## src/rtl/timer_pkg.sv

```systemverilog
// Shared types and implementation-select constants for the load_timer primitive.
package timer_pkg;

   typedef enum logic [0:0] {
      StIdle = 1'b0,
      StRun  = 1'b1
   } state_e;

   localparam string ARCH_BEHAVIORAL = "BEHAVIORAL";
   localparam string ARCH_VIRTEX5    = "VIRTEX5";
   localparam string ARCH_VIRTEX6    = "VIRTEX6";

endpackage

```

## src/rtl/load_timer.sv

```systemverilog
// Loadable down-counter with valid/ready load handshake and one-cycle done pulse.
// Define LOAD_TIMER_AUTO_RELOAD_EN for periodic operation from a captured reload value.
module load_timer
   import timer_pkg::*;
#(
   parameter string       ARCHITECTURE = ARCH_BEHAVIORAL,
   parameter int unsigned DATA_WIDTH   = 8,
   parameter int unsigned STEP         = 1
) (
   input  logic                  clk,
   input  logic                  rst,
   input  logic                  en,
   input  logic                  load_valid,
   output logic                  load_ready,
   input  logic [DATA_WIDTH-1:0] load_value,
   input  logic                  cancel,
   output logic [DATA_WIDTH-1:0] count,
   output logic                  busy,
   output logic                  done
);

   if (ARCHITECTURE == ARCH_BEHAVIORAL) begin : g_behavioral
      localparam logic [DATA_WIDTH-1:0] StepW = DATA_WIDTH'(STEP);

      state_e                state_q, state_d;
      logic [DATA_WIDTH-1:0] count_q, count_d;
      logic                  done_q,  done_d;
      logic                  xfer;

      assign load_ready = (state_q == StIdle) && rst;
      assign xfer       = load_valid && load_ready;

`ifdef LOAD_TIMER_AUTO_RELOAD_EN
      logic [DATA_WIDTH-1:0] reload_q, reload_d;

      always_comb begin
         reload_d = reload_q;
         if (xfer) begin
            reload_d = load_value;
         end
      end

      always_ff @(posedge clk) begin
         if (!rst) begin
            reload_q <= '0;
         end else begin
            reload_q <= reload_d;
         end
      end
`endif

      always_comb begin
         state_d = state_q;
         count_d = count_q;
         done_d  = 1'b0;
         unique case (state_q)
            StIdle: begin
               if (xfer) begin
                  if (load_value != '0) begin
                     count_d = load_value;
                     state_d = StRun;
                  end else begin
                     count_d = '0;
                     done_d  = 1'b1;
                  end
               end
            end
            StRun: begin
               // cancel wins over a terminal count on the same cycle
               if (cancel) begin
                  count_d = '0;
                  state_d = StIdle;
               end else if (en) begin
                  if (count_q > StepW) begin
                     count_d = count_q - StepW;
                  end else begin
                     done_d = 1'b1;
`ifdef LOAD_TIMER_AUTO_RELOAD_EN
                     count_d = reload_q;
`else
                     count_d = '0;
                     state_d = StIdle;
`endif
                  end
               end
            end
            default: begin
               state_d = StIdle;
               count_d = '0;
            end
         endcase
      end

      always_ff @(posedge clk) begin
         if (!rst) begin
            state_q <= StIdle;
            count_q <= '0;
            done_q  <= 1'b0;
         end else begin
            state_q <= state_d;
            count_q <= count_d;
            done_q  <= done_d;
         end
      end

      assign count = count_q;
      assign busy  = (state_q == StRun);
      assign done  = done_q;
   end else if (ARCHITECTURE == ARCH_VIRTEX5) begin : g_virtex5
      assign load_ready = 1'b0;
      assign count      = '0;
      assign busy       = 1'b0;
      assign done       = 1'b0;
   end else if (ARCHITECTURE == ARCH_VIRTEX6) begin : g_virtex6
      assign load_ready = 1'b0;
      assign count      = '0;
      assign busy       = 1'b0;
      assign done       = 1'b0;
   end else begin : g_unknown
      assign load_ready = 1'b0;
      assign count      = '0;
      assign busy       = 1'b0;
      assign done       = 1'b0;
   end

endmodule

```

## config.mk

```make
export PLATFORM = sky130hd
export DESIGN_NAME = load_timer
export DESIGN_NICKNAME = d
export VERILOG_FILES = /design/src/rtl/timer_pkg.sv /design/src/rtl/load_timer.sv
export SDC_FILE = /design/constraint.sdc
export NUM_CORES = 1
export LEC_CHECK = 0
export CAP_MARGIN = 0
export CORE_MARGIN = 1
export CORE_UTILIZATION = 39
export CTS_CLUSTER_DIAMETER = 50
export CTS_CLUSTER_SIZE = 20
export DETAILED_ROUTE_END_ITERATION = 10
export PLACE_DENSITY = 0.72
export SLEW_MARGIN = 20
export SYNTH_ARGS = -nofsm -noshare
export SYNTH_HDL_FRONTEND = slang
export SYNTH_SLANG_ARGS = --single-unit
```

## constraint.sdc

```tcl
create_clock -name clk -period 1.6 [get_ports clk]
set_input_delay 0.24 -clock clk [delete_from_list [all_inputs] [get_ports clk]]
set_output_delay 0.24 -clock clk [all_outputs]
set_load 0.1 [all_outputs]
```

Word-level counts from Yosys, hierarchy flattened
Cells that the tools add are included.

Register bits after elaboration: 10. Input bits: 13. Output and inout port bits: 11. Word-level logic and storage cells: 30.

Add/subtract/negate cells: 1. Magnitude comparators: 1. Equal/unequal tests: 2. Mux-type cells: 18. Bitwise gates (word level): 1. Reduce and logical (&&, ||, !) cells: 4.

Operators by type and width (number): 8-bit two-way mux (5); 8-bit one-hot mux with 2 select lines (1); 1-bit two-way mux (10); 8-bit by 1-bit > comparator with 1-bit output, second input constant (1); 8-bit nonzero test (1); 8-bit by 1-bit subtractor with 8-bit output, second input constant (1); 1-bit one-hot mux with 2 select lines (2); 3-bit inequality test, second input constant (1); 1-bit logical AND (2); 2-bit inequality test, second input constant (1); 2-bit AND reduction (1); 1-bit NOT (1).

Depth between registers and ports, before layout
Gate-level depths: netlist of run 1.

Word-level depth: 5. Gate-level depth with buffers: 6.

Least setup slack after synthesis of run 1
OpenSTA, ideal clock, no wires.

Kind: flip-flop to output port. From: reg g_behavioral.state_q (netlist: busy). To: out load_ready. Data arrival time: 2.167 ns. Data required time: 1.360 ns. Path slack: -0.807 ns. Stages on the path, launching flop included: 2. Path through: dfxtp_1 > nor2b_1.

Longest elaborated chain between the ends: 2.

Ends and longest elaborated chain: start: declaration (RTL line load_timer.sv:25) `state_e state_q, state_d;`; start signal: assignment (RTL line load_timer.sv:96) `state_q <= StIdle;`; start signal: assignment (RTL line load_timer.sv:100) `state_q <= state_d;`; 1-bit NOT; 1-bit logical AND (RTL line load_timer.sv:30) `assign load_ready = (state_q == StIdle) && rst;`; end: declaration (RTL line load_timer.sv:14) `output logic load_ready,`.

Every way passes these cells.

Final worst setup path of run 1
From: reg g_behavioral.count_q[0] (netlist: count[0]). To: reg g_behavioral.count_q[6] (netlist: count[6]).

Longest elaborated chain between the ends: 5. Elaborated cells between the ends (all ways): 6. Those cells by class: add/sub (1); order compare (1); mux (4).

Ends and longest elaborated chain: start: declaration (RTL line load_timer.sv:26) `logic [DATA_WIDTH-1:0] count_q, count_d;`; start signal: assignment (RTL line load_timer.sv:101) `count_q <= count_d;`; 8-bit by 1-bit subtractor with 8-bit output or 8-bit by 1-bit > comparator with 1-bit output (tied branches) (RTL line load_timer.sv:75, load_timer.sv:74); 8-bit two-way mux * (RTL line load_timer.sv:74) `if (count_q > StepW) begin`; 8-bit two-way mux * (RTL line load_timer.sv:73) `end else if (en) begin`; 8-bit two-way mux * (RTL line load_timer.sv:70) `if (cancel) begin`; 8-bit one-hot mux with 2 select lines * (RTL line load_timer.sv:56) `unique case (state_q)`.

Every way passes the cells marked *; elsewhere a longest branch is shown, timed or not. The select of a mux whose other input is x is not followed. A chain may end at the register's enable or synchronous reset.

==> results.md, run 1 <==
- # H-tree levels: 1
- Max Cap Viol: 0
- Grt ovf: 0
- Post-synth EDFFs: 0
- WHS: roughly 550 ps
- Ports: 24
- Worst-path clk slew: approximately 70 ps
- Number of diodes: 0
- Post-synth ARST share: 0%
- Status: complete, but fails checks
- Area grow syn2layout: 81.90%
- TritonCTS Sinks: 10
- Drt via density: about 6
- Pleak: around 0.00050 µW
- Critical path cell sequence: inv_4, ha_4, or3b_4, o311ai_4, o221ai_2, a21o_1
- Worst setup margin: -34.30 ps
- Most common cell after layout, fill and taps aside: buf_4
- Avg Inst Size Synth: approximately 8.4 µm²
- Crit-path max cell delay: 400 ps
- Non-filler cells, final: 145
- First-pass GRT wire length: about 4 mm
- Hold path startpoint: count[2]
- Worst EP required: between 1500 and 2000 ps
- Gp weighted congestion: 0.8708
- Final hold viol count: 0
- Post-Syn Area: 698.2 µm²
- Path depth of the worst reg2reg path: 6
- Warnings, synthesis: 0
- Worst r2r src: count[0]
- Final Net Count: 137
- Tcrit/Tclk final: 102.1%
- Crit path depth: 6
- WL met3: 237 µm
- Worst Setup Start Kind: flip-flop
- Reg2reg setup slack: -30 ps
- Critical path type: reg2reg
- Most frequent cells in the layout: buf_4 (13), clkdlybuf4s50_1 (12), buf_12 (11)
- Die width: 44.31 µm
- Cells after synthesis: slightly above 80
- Relative slew slack: just under 70%
- Power Total: ~1100 µW
- Placed cell count: 142
- Hold path cells: 2
- Int Power: 613.2 µW
- Post-CTS setup buffers: 0
- Reg2reg end: count[6]
- Clk root buf: clkbuf_4
- WL per Instance: between 15 and 20 µm
- Failing checks: setup timing
- Clk pwr share: roughly 17%
- Endpoint class of the critical path: flip-flop
- CP top delay family: compound AO/OA/AOI/OAI gates
- Core ar.: ~1600 µm²
- Synth Register Bits: 10
- Share of cells above drive strength 1: 44.63%
- Clock Path Buffers: 2
- Routed via count: approximately 860
- Pre-Repair DR Iteration Count: 4
- Port bufs: 23
- Pwr Density: just under 900 nW/µm²
- Post-synthesis sequential area ratio: between 20 and 30%
- Max VDD drop: 560.3 µV
- Measured slew at the worst slew-check pin: approximately 480 ps
- CP arrival: about 1800 ps
- Wire length on met1: roughly 920 µm
- Placed wire-length estimate: ~1.8 mm
- Crit path max fanout: 3
- WL final: 2.415 mm
- Total GRT Usage: roughly 28%
- Reg area: 219.0 µm²
- Met2 wire len: 1.203 mm
- Initial antenna violation count: 0
- Die Span Y: between 40 and 50 µm
- Synth Flop Type: dfxtp_1
- CP Buf/Inv Count: 1
- Initial DRC count: 48
- Place WS: -102.8 ps
- Residual DRC count: 0
- Max-slew violations: 0
- Fmax: 611.9 MHz
- CP max-delay cell: or3b_4
- Worst Hold Class: reg2reg
- WHS Endpoint: count[2]
- Die area: just under 2000 µm²
- Hold buffer count at cts: 0
- Initial Utilization: between 40% and 50%
- Syn nets: between 90 and 100
- Sequential share of power: between 20% and 30%
- CTS tree: yes
- Synth unique cells: 38
- Area of the multi-input gates: 518.0 µm²
- Finish-stage setup viols: 1
- Setup total negative slack: -34.30 ps
- Top Metal Used: met4
- FP Rows: 14
- Net Switching: 492.0 µW
- CTS buffer count: 3
- Tmin final: around 1600 ps
- Fill count: 110
- Sw Ratio: between 40 and 50%
- Vias in the first global route: ~840
- Power share of the combinational group: approximately 54%
- Unrepaired setup endpoints after global routing: yes
- Largest net degree at the start of global routing: 11
- Routed Antenna Nets: 0
- Clock Latency Late Sink: between 200 and 300 ps
- Final Skew: around 4.0 ps
==> worst reg2reg max path, delay by kind of cell, from the launching register on <==
family	cells	cell delay, ps
buffers and inverters	1	60
AO/OA/AOI/OAI	3	580
AND/OR/NAND/NOR	1	400
flip-flops	1	360
adder cells (fa/ha/maj)	1	120
==> registers in the layout, indices dropped and copies added (netlist names) <==
name / flops
count: 8
busy: 1
done: 1
==> how the worst max path moves through the flow <==
stage	from	endpoint	slack, ps
after floorplan	count[0]	count[6]	-90
after global placement	cancel	count[0]	-50
after detailed placement	cancel	count[3]	-100
after CTS	count[0]	count[6]	-30
after global routing	count[0]	count[6]	-90
final	count[0]	count[6]	-30
==> per-layer routing <==
metal	vias up	GRT usage, %
met5	-	0
met4	0	6.061
met3	8	8.571
met2	58	46.76
met1	394	34.50
li1	399	-
==> through the flow <==
stage	utilization, %	instance area, µm²
after global routing	79.67	1270
after floorplan	-	755.7
after global placement	76.77	1224
after CTS	77.94	1242
final	79.67	1270
after detailed placement	76.77	1224
==> Yosys cell counts, types with 3 or more instances <==
library cell,instances,share of area (%)
inv_1,9,4.8
a21oi_1,8,5.7
nand3_1,3,2.1
nor4_1,4,3.6
o22ai_1,3,2.7
nand2_1,7,3.8
dfxtp_1,10,29
==> cells by family after synthesis <==
family	share of synthesized area, %
buffers and inverters	5.914
and+or+nand+nor	23.12
adders and majority gates	3.584
DFF	28.67
AOI/OAI and AO/OA	38.71
==> repair_timing <==
action,in CTS,in global routing
endpoints found under the setup margin,2,5
gates resized for setup,0,5
pin swaps,0,6
==> power by group through the flow <==
stage	Combinational, µW	Sequential [µW]	Clock, µW
2_1_floorplan	191	467	0
3_3_place_gp	562	325	0
3_5_place_dp	572	326	0
4_1_cts	574	320	190
5_1_grt	621	326	208
6_report	596	321	188
==> cell type report <==
class	count	share of cell area, %
multi-input cells	62	40.79
repair buffers	36	34.48
flip-flops and latches	10	17.24
inverters	9	3.054
well taps	24	2.365
clock buffers	4	2.069
Power figures use the tool's default switching activity.
==> inputs of run 2 (changes only) <==
Settings changed: CORE_MARGIN 1 to 4.
==> results.md, run 2 (synthesis gave the netlist of run 1 again) <==
- Core ar.: 1708 µm²
- Critical path type: reg2reg
- Reg area: around 220 µm²
- Largest net degree at the start of global routing: 10
- Most frequent cells in the layout: clkdlybuf4s50_1 (12), buf_4 (12), buf_12 (11)
- Placed wire-length estimate: approximately 1.8 mm
- Residual DRC count: 0
- Endpoint class of the critical path: flip-flop
- Port bufs: 23
- Final Net Count: 137
- Place WS: -99.40 ps
- Die Span Y: ~50 µm
- Failing checks: setup timing
- Ports: 24
- WL final: roughly 2.2 mm
- Area grow syn2layout: 82.80%
- CTS tree: yes
- Relative slew slack: between 60% and 70%
- Worst Hold Class: reg2reg
- Max reg flops: 8
- Clock Latency Late Sink: roughly 270 ps
- Power Total: approximately 1100 µW
- Max Cap Viol: 0
- Area of the multi-input gates: roughly 520 µm²
- Measured slew at the worst slew-check pin: ~450 ps
- Share of cells above drive strength 1: between 40% and 50%
- Fmax: approximately 610 MHz
- CP arrival: around 1800 ps
- FP Rows: 15
- Drt via density: between 5 and 6
- TritonCTS Sinks: 10
- Routed via count: around 860
- Die width: ~50 µm
- Hold buffer count at cts: 0
- Worst-path clk slew: roughly 80 ps
- Clk root buf: clkbuf_4
- Crit path max fanout: 3
- Final hold viol count: 0
- Worst setup margin: -26.92 ps
- Worst EP required: 1770 ps
- Tcrit/Tclk final: 101.7%
- WL per Instance: between 15 and 20 µm
- Pleak: 0.0005016 µW
- Gp weighted congestion: ~0.97
- Clock Path Buffers: 2
- Worst Setup Start Kind: flip-flop
- CTS buffer count: 3
- Tmin final: 1627 ps
- Final Skew: 18.22 ps
- Pre-Repair DR Iteration Count: 4
- Initial DRC count: 35
- Fill count: between 100 and 150
- Max-slew violations: 0
- Setup total negative slack: -26.92 ps
- Vias in the first global route: between 800 and 900
- Die area: 2531 µm²
- Routed Antenna Nets: 0
- Grt ovf: 0
- Finish-stage setup viols: 1
- Number of diodes: 0
- Status: complete, but fails checks
- Initial antenna violation count: 0
- Placed cell count: 143
- Pwr Density: between 800 and 900 nW/µm²
- Non-filler cells, final: between 100 and 150
- Post-CTS setup buffers: 0
- Total GRT Usage: between 10% and 20%
- Max VDD drop: 497.7 µV
- # H-tree levels: 1
- Initial Utilization: just over 40%
- Unrepaired setup endpoints after global routing: yes
- First-pass GRT wire length: approximately 3.6 mm
-- run 2: cell types whose count changed in the layout (fill, tap and decap cells not counted) --
cell	previous run	this run
buf_6	0	1
nor4_1	3	2
nand3_2	1	0
nor4_2	0	1
buf_4	13	12
nand3_1	2	3
clkinv_1	0	1
clkbuf_1	1	0
-- run 2: report_power, final --
group          switching, µW  internal [µW]
Sequential              46.8            274
Combinational            340            244
Clock                   91.4           90.0
Total                    478            607
-- run 2: worst paths after layout --
kind | start | endpoint | slack [ps] | cells after the start
setup reg to reg | count[0] | count[6] | -30 | 6
hold reg to reg | count[3] | count[3] | 540 | 2
hold / removal | count[3] | count[3] | 540 | 2
setup / recovery | count[0] | count[6] | -30 | 6
-- run 2: what timing repair did --
action / CTS / global route
setup endpoints to repair: 2 / 4
hold endpoints to repair: 0 / 0
resized for setup: 0 / 6
gates cloned: 0 / 0
pin swaps: 0 / 5
-- run 2: metrics by stage --
step	utilization [%]	instance area, µm²	hold WS (ps)
floorplan	-	755.7	399.9
global placement	71.72	1225	518.5
detailed placement	71.72	1225	531.9
CTS	72.82	1244	541.1
global route	74.73	1276	560.6
finish	74.73	1276	540.7
-- run 2: cell type report --
cell class,count,share of cell area [%]
multi-input cells,62,40.69
repair buffers,36,34.61
flip-flops and latches,10,17.16
inverters,9,3.039
well taps,25,2.451
clock buffers,3,1.765
clock inverters,1,0.2941
-- run 2: per-layer routing --
metal  up-vias  GRT usage (%)  wire length [µm]
li1        399              -                 -
met1       406          20.51               880
met2        47          32.83              1130
met3         4          5.045               165
met4         0          7.175                21
met5         -              0                 0
-- run 2: worst max-delay path: stages (launching register included) --
cell and delay (ps):
dfxtp_4 360, inv_4 60, ha_4 130, or3b_4 400, o311ai_4 260, o221ai_2 140
a21o_1 190
